==> config.mk <==
export PLATFORM = sky130hd
export DESIGN_NAME = fetch_stage
export DESIGN_NICKNAME = d
export VERILOG_FILES = /design/src/rtl/fetch_stage_pkg.sv /design/src/rtl/fetch_stage_pc_register.sv /design/src/rtl/fetch_stage.sv
export SDC_FILE = /design/constraint.sdc
export NUM_CORES = 1
export LEC_CHECK = 0
export BUFFER_PORTS_ARGS = -buffer_cell sky130_fd_sc_hd__buf_4
export CELL_PAD_IN_SITES_DETAIL_PLACEMENT = 0
export CELL_PAD_IN_SITES_GLOBAL_PLACEMENT = 2
export CORE_ASPECT_RATIO = 2
export CORE_MARGIN = 3
export CORE_UTILIZATION = 38
export CTS_BUF_LIST = sky130_fd_sc_hd__clkbuf_2 sky130_fd_sc_hd__clkbuf_4 sky130_fd_sc_hd__clkbuf_8
export DETAILED_ROUTE_END_ITERATION = 8
export GPL_TIMING_DRIVEN = 0
export HOLD_SLACK_MARGIN = 0.08
export PLACE_DENSITY_LB_ADDON = 0.08
export SLEW_MARGIN = 5
export SYNTH_ARGS = -nofsm -noshare
export SYNTH_HDL_FRONTEND = slang
export SYNTH_SLANG_ARGS = --single-unit
export TNS_END_PERCENT = 1
==> constraint.sdc <==
create_clock -name clk -period 5.7 [get_ports clk]
set_input_delay 0 -clock clk [delete_from_list [all_inputs] [get_ports clk]]
set_output_delay 0 -clock clk [all_outputs]
set_load 0.02 [all_outputs]
==> src/rtl/fetch_stage_pkg.sv <==
// Shared fetch-stage definitions: state encoding and default widths/positions.
package fetch_stage_pkg;

  localparam int unsigned DATA_W_DEF       = 16;
  localparam int unsigned PC_W_DEF         = 32;
  localparam int unsigned IMM_BIT_DEF      = 15;
  localparam int unsigned RESET_VECTOR_DEF = 0;

  typedef enum logic {
    ST_OPC = 1'b0,
    ST_IMM = 1'b1
  } fetch_state_e;

endpackage

==> src/rtl/fetch_stage_pc_register.sv <==
// Program counter register: hold, increment, or load a redirect target.
module pc_register
  import fetch_stage_pkg::*;
#(
  parameter int unsigned PC_W         = PC_W_DEF,
  parameter int unsigned RESET_VECTOR = RESET_VECTOR_DEF
) (
  input  logic            clk,
  input  logic            rst_ni,
  input  logic            load_en_i,
  input  logic            redirect_i,
  input  logic [PC_W-1:0] redirect_pc_i,
  output logic [PC_W-1:0] pc_o
);

  logic [PC_W-1:0] pc_q, pc_d;

  // Increment wraps modulo 2^PC_W by construction.
  always_comb begin
    pc_d = pc_q;
    if (load_en_i) begin
      pc_d = redirect_i ? redirect_pc_i : pc_q + PC_W'(1);
    end
  end

  always_ff @(posedge clk or negedge rst_ni) begin
    if (!rst_ni) begin
      pc_q <= PC_W'(RESET_VECTOR);
    end else begin
      pc_q <= pc_d;
    end
  end

  assign pc_o = pc_q;

endmodule

==> src/rtl/fetch_stage.sv <==
// Instruction fetch: owns the PC, assembles 16/32-bit instructions, honours stall and redirect.
module fetch_stage
  import fetch_stage_pkg::*;
#(
  parameter int unsigned DATA_W       = DATA_W_DEF,
  parameter int unsigned PC_W         = PC_W_DEF,
  parameter int unsigned RESET_VECTOR = RESET_VECTOR_DEF,
  parameter int unsigned IMM_BIT      = IMM_BIT_DEF
) (
  input  logic              clk,
  input  logic              reset,
  input  logic              stall,
  input  logic              redirect,
  input  logic [PC_W-1:0]   redirect_pc,
  output logic [PC_W-1:0]   imem_addr,
  input  logic [DATA_W-1:0] imem_data,
  output logic [DATA_W-1:0] instr,
  output logic [DATA_W-1:0] imm,
  output logic [PC_W-1:0]   instr_pc,
  output logic              instr_valid
);

  fetch_state_e      state_q, state_d;
  logic [DATA_W-1:0] instr_q, instr_d;
  logic [DATA_W-1:0] imm_q, imm_d;
  logic [DATA_W-1:0] hold_opc_q, hold_opc_d;
  logic [PC_W-1:0]   instr_pc_q, instr_pc_d;
  logic [PC_W-1:0]   hold_pc_q, hold_pc_d;
  logic              valid_q, valid_d;
  logic              pc_en;
  logic [PC_W-1:0]   pc;

  pc_register #(
    .PC_W         (PC_W),
    .RESET_VECTOR (RESET_VECTOR)
  ) u_pc (
    .clk           (clk),
    .rst_ni        (reset),
    .load_en_i     (pc_en),
    .redirect_i    (redirect),
    .redirect_pc_i (redirect_pc),
    .pc_o          (pc)
  );

  always_comb begin
    state_d    = state_q;
    instr_d    = instr_q;
    imm_d      = imm_q;
    hold_opc_d = hold_opc_q;
    instr_pc_d = instr_pc_q;
    hold_pc_d  = hold_pc_q;
    valid_d    = valid_q;
    pc_en      = 1'b0;

    // Redirect beats stall: a flush must never be held off by decode back-pressure.
    if (redirect) begin
      pc_en      = 1'b1;
      state_d    = ST_OPC;
      valid_d    = 1'b0;
      hold_opc_d = '0;
    end else if (!stall) begin
      pc_en = 1'b1;
      unique case (state_q)
        ST_OPC: begin
          if (imem_data[IMM_BIT]) begin
            hold_opc_d = imem_data;
            hold_pc_d  = pc;
            valid_d    = 1'b0;
            state_d    = ST_IMM;
          end else begin
            instr_d    = imem_data;
            imm_d      = '0;
            instr_pc_d = pc;
            valid_d    = 1'b1;
          end
        end
        ST_IMM: begin
          instr_d    = hold_opc_q;
          imm_d      = imem_data;
          instr_pc_d = hold_pc_q;
          valid_d    = 1'b1;
          state_d    = ST_OPC;
        end
        default: state_d = ST_OPC;
      endcase
    end
  end

  always_ff @(posedge clk or negedge reset) begin
    if (!reset) begin
      state_q    <= ST_OPC;
      instr_q    <= '0;
      imm_q      <= '0;
      hold_opc_q <= '0;
      instr_pc_q <= '0;
      hold_pc_q  <= '0;
      valid_q    <= 1'b0;
    end else begin
      state_q    <= state_d;
      instr_q    <= instr_d;
      imm_q      <= imm_d;
      hold_opc_q <= hold_opc_d;
      instr_pc_q <= instr_pc_d;
      hold_pc_q  <= hold_pc_d;
      valid_q    <= valid_d;
    end
  end

  assign imem_addr   = pc;
  assign instr       = instr_q;
  assign imm         = imm_q;
  assign instr_pc    = instr_pc_q;
  assign instr_valid = valid_q;

endmodule
==> results_dict.tcl <==
set metrics [dict create \
    cp.arrival_ns 2.81 \
    worst_pin_slew_ns 1.02 \
    cts_buffers 17 \
    yosysSeqAreaShare_pct 56.6 \
    ctsResizeCount 0 \
    worstPathRequired_ns 6.07 \
    period_needed_ns 2.44 \
    cts_sinks 146 \
    port-buffer-count 147 \
    synth_area_leaders "dfrtp_1 (57%), mux2i_1 (7.4%), nand2_1 (6.7%)" \
    grt.total_usage_pct 20.1 \
    gp_routability_congestion 0.772 \
    startpoint_type "register" \
    cts-htree-levels 4 \
    ys.flop_type "dfrtp_1" \
    synth.avg_cell_area_um2 10.8 \
    yosys.cell_count.top_type "dfrtp_1" \
    first_pass_iters 4 \
    drt-total-wl_um 18300 \
    fin_crit_sh_pct 42.8 \
    path_max_fanout 7 \
    fin_setup_tns_ns 0 \
    grt_max_degree 78 \
    r2r-start "u_pc.pc_o[1]" \
    hold_viol_final 0 \
    setup_viol 0 \
    synth-xor-area-share_pct 4.21 \
    area_growth_pct 36.3 \
    wl_per_cell_um 17.7 \
    overflow 0 \
    rsz0062_at_grt "no" \
    cp-end-kind "register" \
    synth_compound_area_share_pct 9.46 \
    grt_antenna_before_repair 0 \
    yosysTopAreaCellShare_pct 56.6 \
    slew_violations 0 \
    grt_pass1_wl_um 29600 \
    final_cell_area_mm2 0.00879 \
    ys_warn_count 0 \
    finClkSkew_ns 0.0130 \
    dpl_cell_area_mm2 0.00784 \
    synth_cell_types 35 \
    min_path_type "input port to async pin" \
    synth_common_cells "dfrtp_1 (146), nand2_1 (116), o21ai_0 (74)" \
    synthesis.nets 650 \
    fillers 1512 \
    diodes 0 \
    drt_iter0_markers 171 \
    clk_pin_slew_ns 0.08 \
    drive_gt1_share_pct 27.2 \
    vias 5227 \
    yosys.area_share.adder_pct 0.194 \
    synth-simple-area-share_pct 13.1 \
    netlist_area_mm2 0.00645 \
    die_y_um 190 \
    synth.area.mux_share_pct 13.6 \
    p_leak_nw 3.99 \
    drc 0 \
    ant_nets 0 \
    critPathKind "register to register" \
    die-area_mm2 0.0187 \
    regToRegEndpoint "u_pc.pc_o[14]" \
    vias_per_cell 5.07 \
    reg2reg_depth 6 \
    final_nets 866 \
    max_slew_margin_pct 31.6 \
    insertion_delay_ns 0.45 \
    hpwl_um 13200 \
    num_rows 66 \
    synth_top_area_cell "dfrtp_1" \
    coreArea_mm2 0.0164 \
    fmax_mhz 410 \
    async_reset_ff_share_pct 100 \
    grt_pass1_vias 5549 \
    synth_top_family_by_area "multiplexers" \
    ir_drop_mv 0.187 \
    initial_core_util_pct 39.3 \
    post-cts-setup-buffers 0 \
    dieWidth_um 98.1 \
    powerDensity_mw_per_mm2 326 \
    cap_violations 0 \
    cts_tree "yes" \
    synth-edff-count 0 \
    ios 149 \
    root_buffer "clkbuf_8" \
    ys_seq_elements 146 \
    clock_path_buffers 2 \
    rrSetupSlack_ns 3.26 \
    hold_buffers 49 \
    syn_inst 597 \
    status "finished, final reports clean" \
]
-- final cells by class --
class                           count  area, um2  area share [%]
Multi-Input combinational cell    407       2620            29.8
Tap cell                          204        255            2.90
Timing Repair Buffer              197       1630            18.5
Buffer                             43        179            2.04
Clock buffer                       24        312            3.54
Clock inverter                      8        148            1.68
Inverter                            1       3.75          0.0427
Sequential cell                   146       3650            41.6
-- through the flow --
step | power (mW) | hold slack [ns] | setup slack [ns] | std cells | util, %
5_1_grt | 3.03 | 0.151 | 3.14 | 1030 | 53.5
6_report | 2.87 | 0.142 | 3.26 | 1030 | 53.5
2_1_floorplan | 1.64 | -0.296 | 3.82 | 597 | -
4_1_cts | 2.92 | 0.103 | 3.26 | 1030 | 53.5
3_3_place_gp | 1.92 | 0.207 | 3.22 | 948 | 47.5
3_5_place_dp | 1.94 | 0.0696 | 3.28 | 949 | 47.7
-- flip-flops by register name, summed over array words and instances, names as in the netlist --
signal	cells
hold_pc_q	32
state_q	1
u_pc.pc_o	32
instr_pc	32
instr	16
imm	16
hold_opc_q	16
instr_valid	1
-- how the worst max path moves through the flow --
| stage | startpoint | end | depth (start not counted) | slack [ns] |
|---|---|---|---|---|
| floorplan | u_pc.pc_o[11] | u_pc.pc_o[21] | 6 | 3.82 |
| global placement | u_pc.pc_o[1] | u_pc.pc_o[18] | 6 | 3.22 |
| detailed placement | u_pc.pc_o[1] | u_pc.pc_o[14] | 6 | 3.28 |
| CTS | u_pc.pc_o[1] | u_pc.pc_o[14] | 6 | 3.26 |
| global route | u_pc.pc_o[1] | u_pc.pc_o[18] | 6 | 3.14 |
| finish | u_pc.pc_o[1] | u_pc.pc_o[14] | 6 | 3.26 |
-- routing by layer --
layer,GRT usage (%),vias up,part of all wire [%]
met3,3.81,15,3.8
met4,6.47,0,1.8
met2,37.7,123,55
met5,0,-,0
li1,-,2497,-
met1,22.8,2592,39
-- cells in the final DEF, fill, tap and decap left out, types with 3 or more instances in the layout --
master	n
mux2_2	35
clkbuf_4	3
and4_1	4
dlygate4sd3_1	49
a22o_1	16
and3_1	9
xor2_1	21
bufinv_16	4
mux2i_1	48
nand3_1	11
nor2_1	8
nor4_1	3
a21oi_1	16
clkbuf_8	21
nand4_1	15
nand2_1	116
xnor2_1	10
dfrtp_1	146
o21ai_0	74
buf_4	150
clkbuf_1	36
nor3_1	3
-- kinds of logic (layout without fill, tap and decap cells) --
family          count (synthesis)  after routing
simple gates                  183            183
flops                         146            146
compound gates                109            109
mux                            83             83
buf+inv                        44            273
xor+xnor                       31             31
fa+ha+maj                       1              1
-- report_power, final --
part           leakage, nW  internal (mW)  switching, mW
logic                 1.91          0.296          0.328
registers             1.85           1.19          0.117
clock network        0.238          0.540          0.395
-- worst max-delay path, cell delays in order (launching register included) --
cell and delay [ns]:
dfrtp_1 0.52, ha_1 0.27, nand3b_1 0.20, nor4_1 0.82, nand4_1 0.22, xor2_1 0.18
o21ai_0 0.16
No activity file was read; power rests on OpenSTA's default activity.
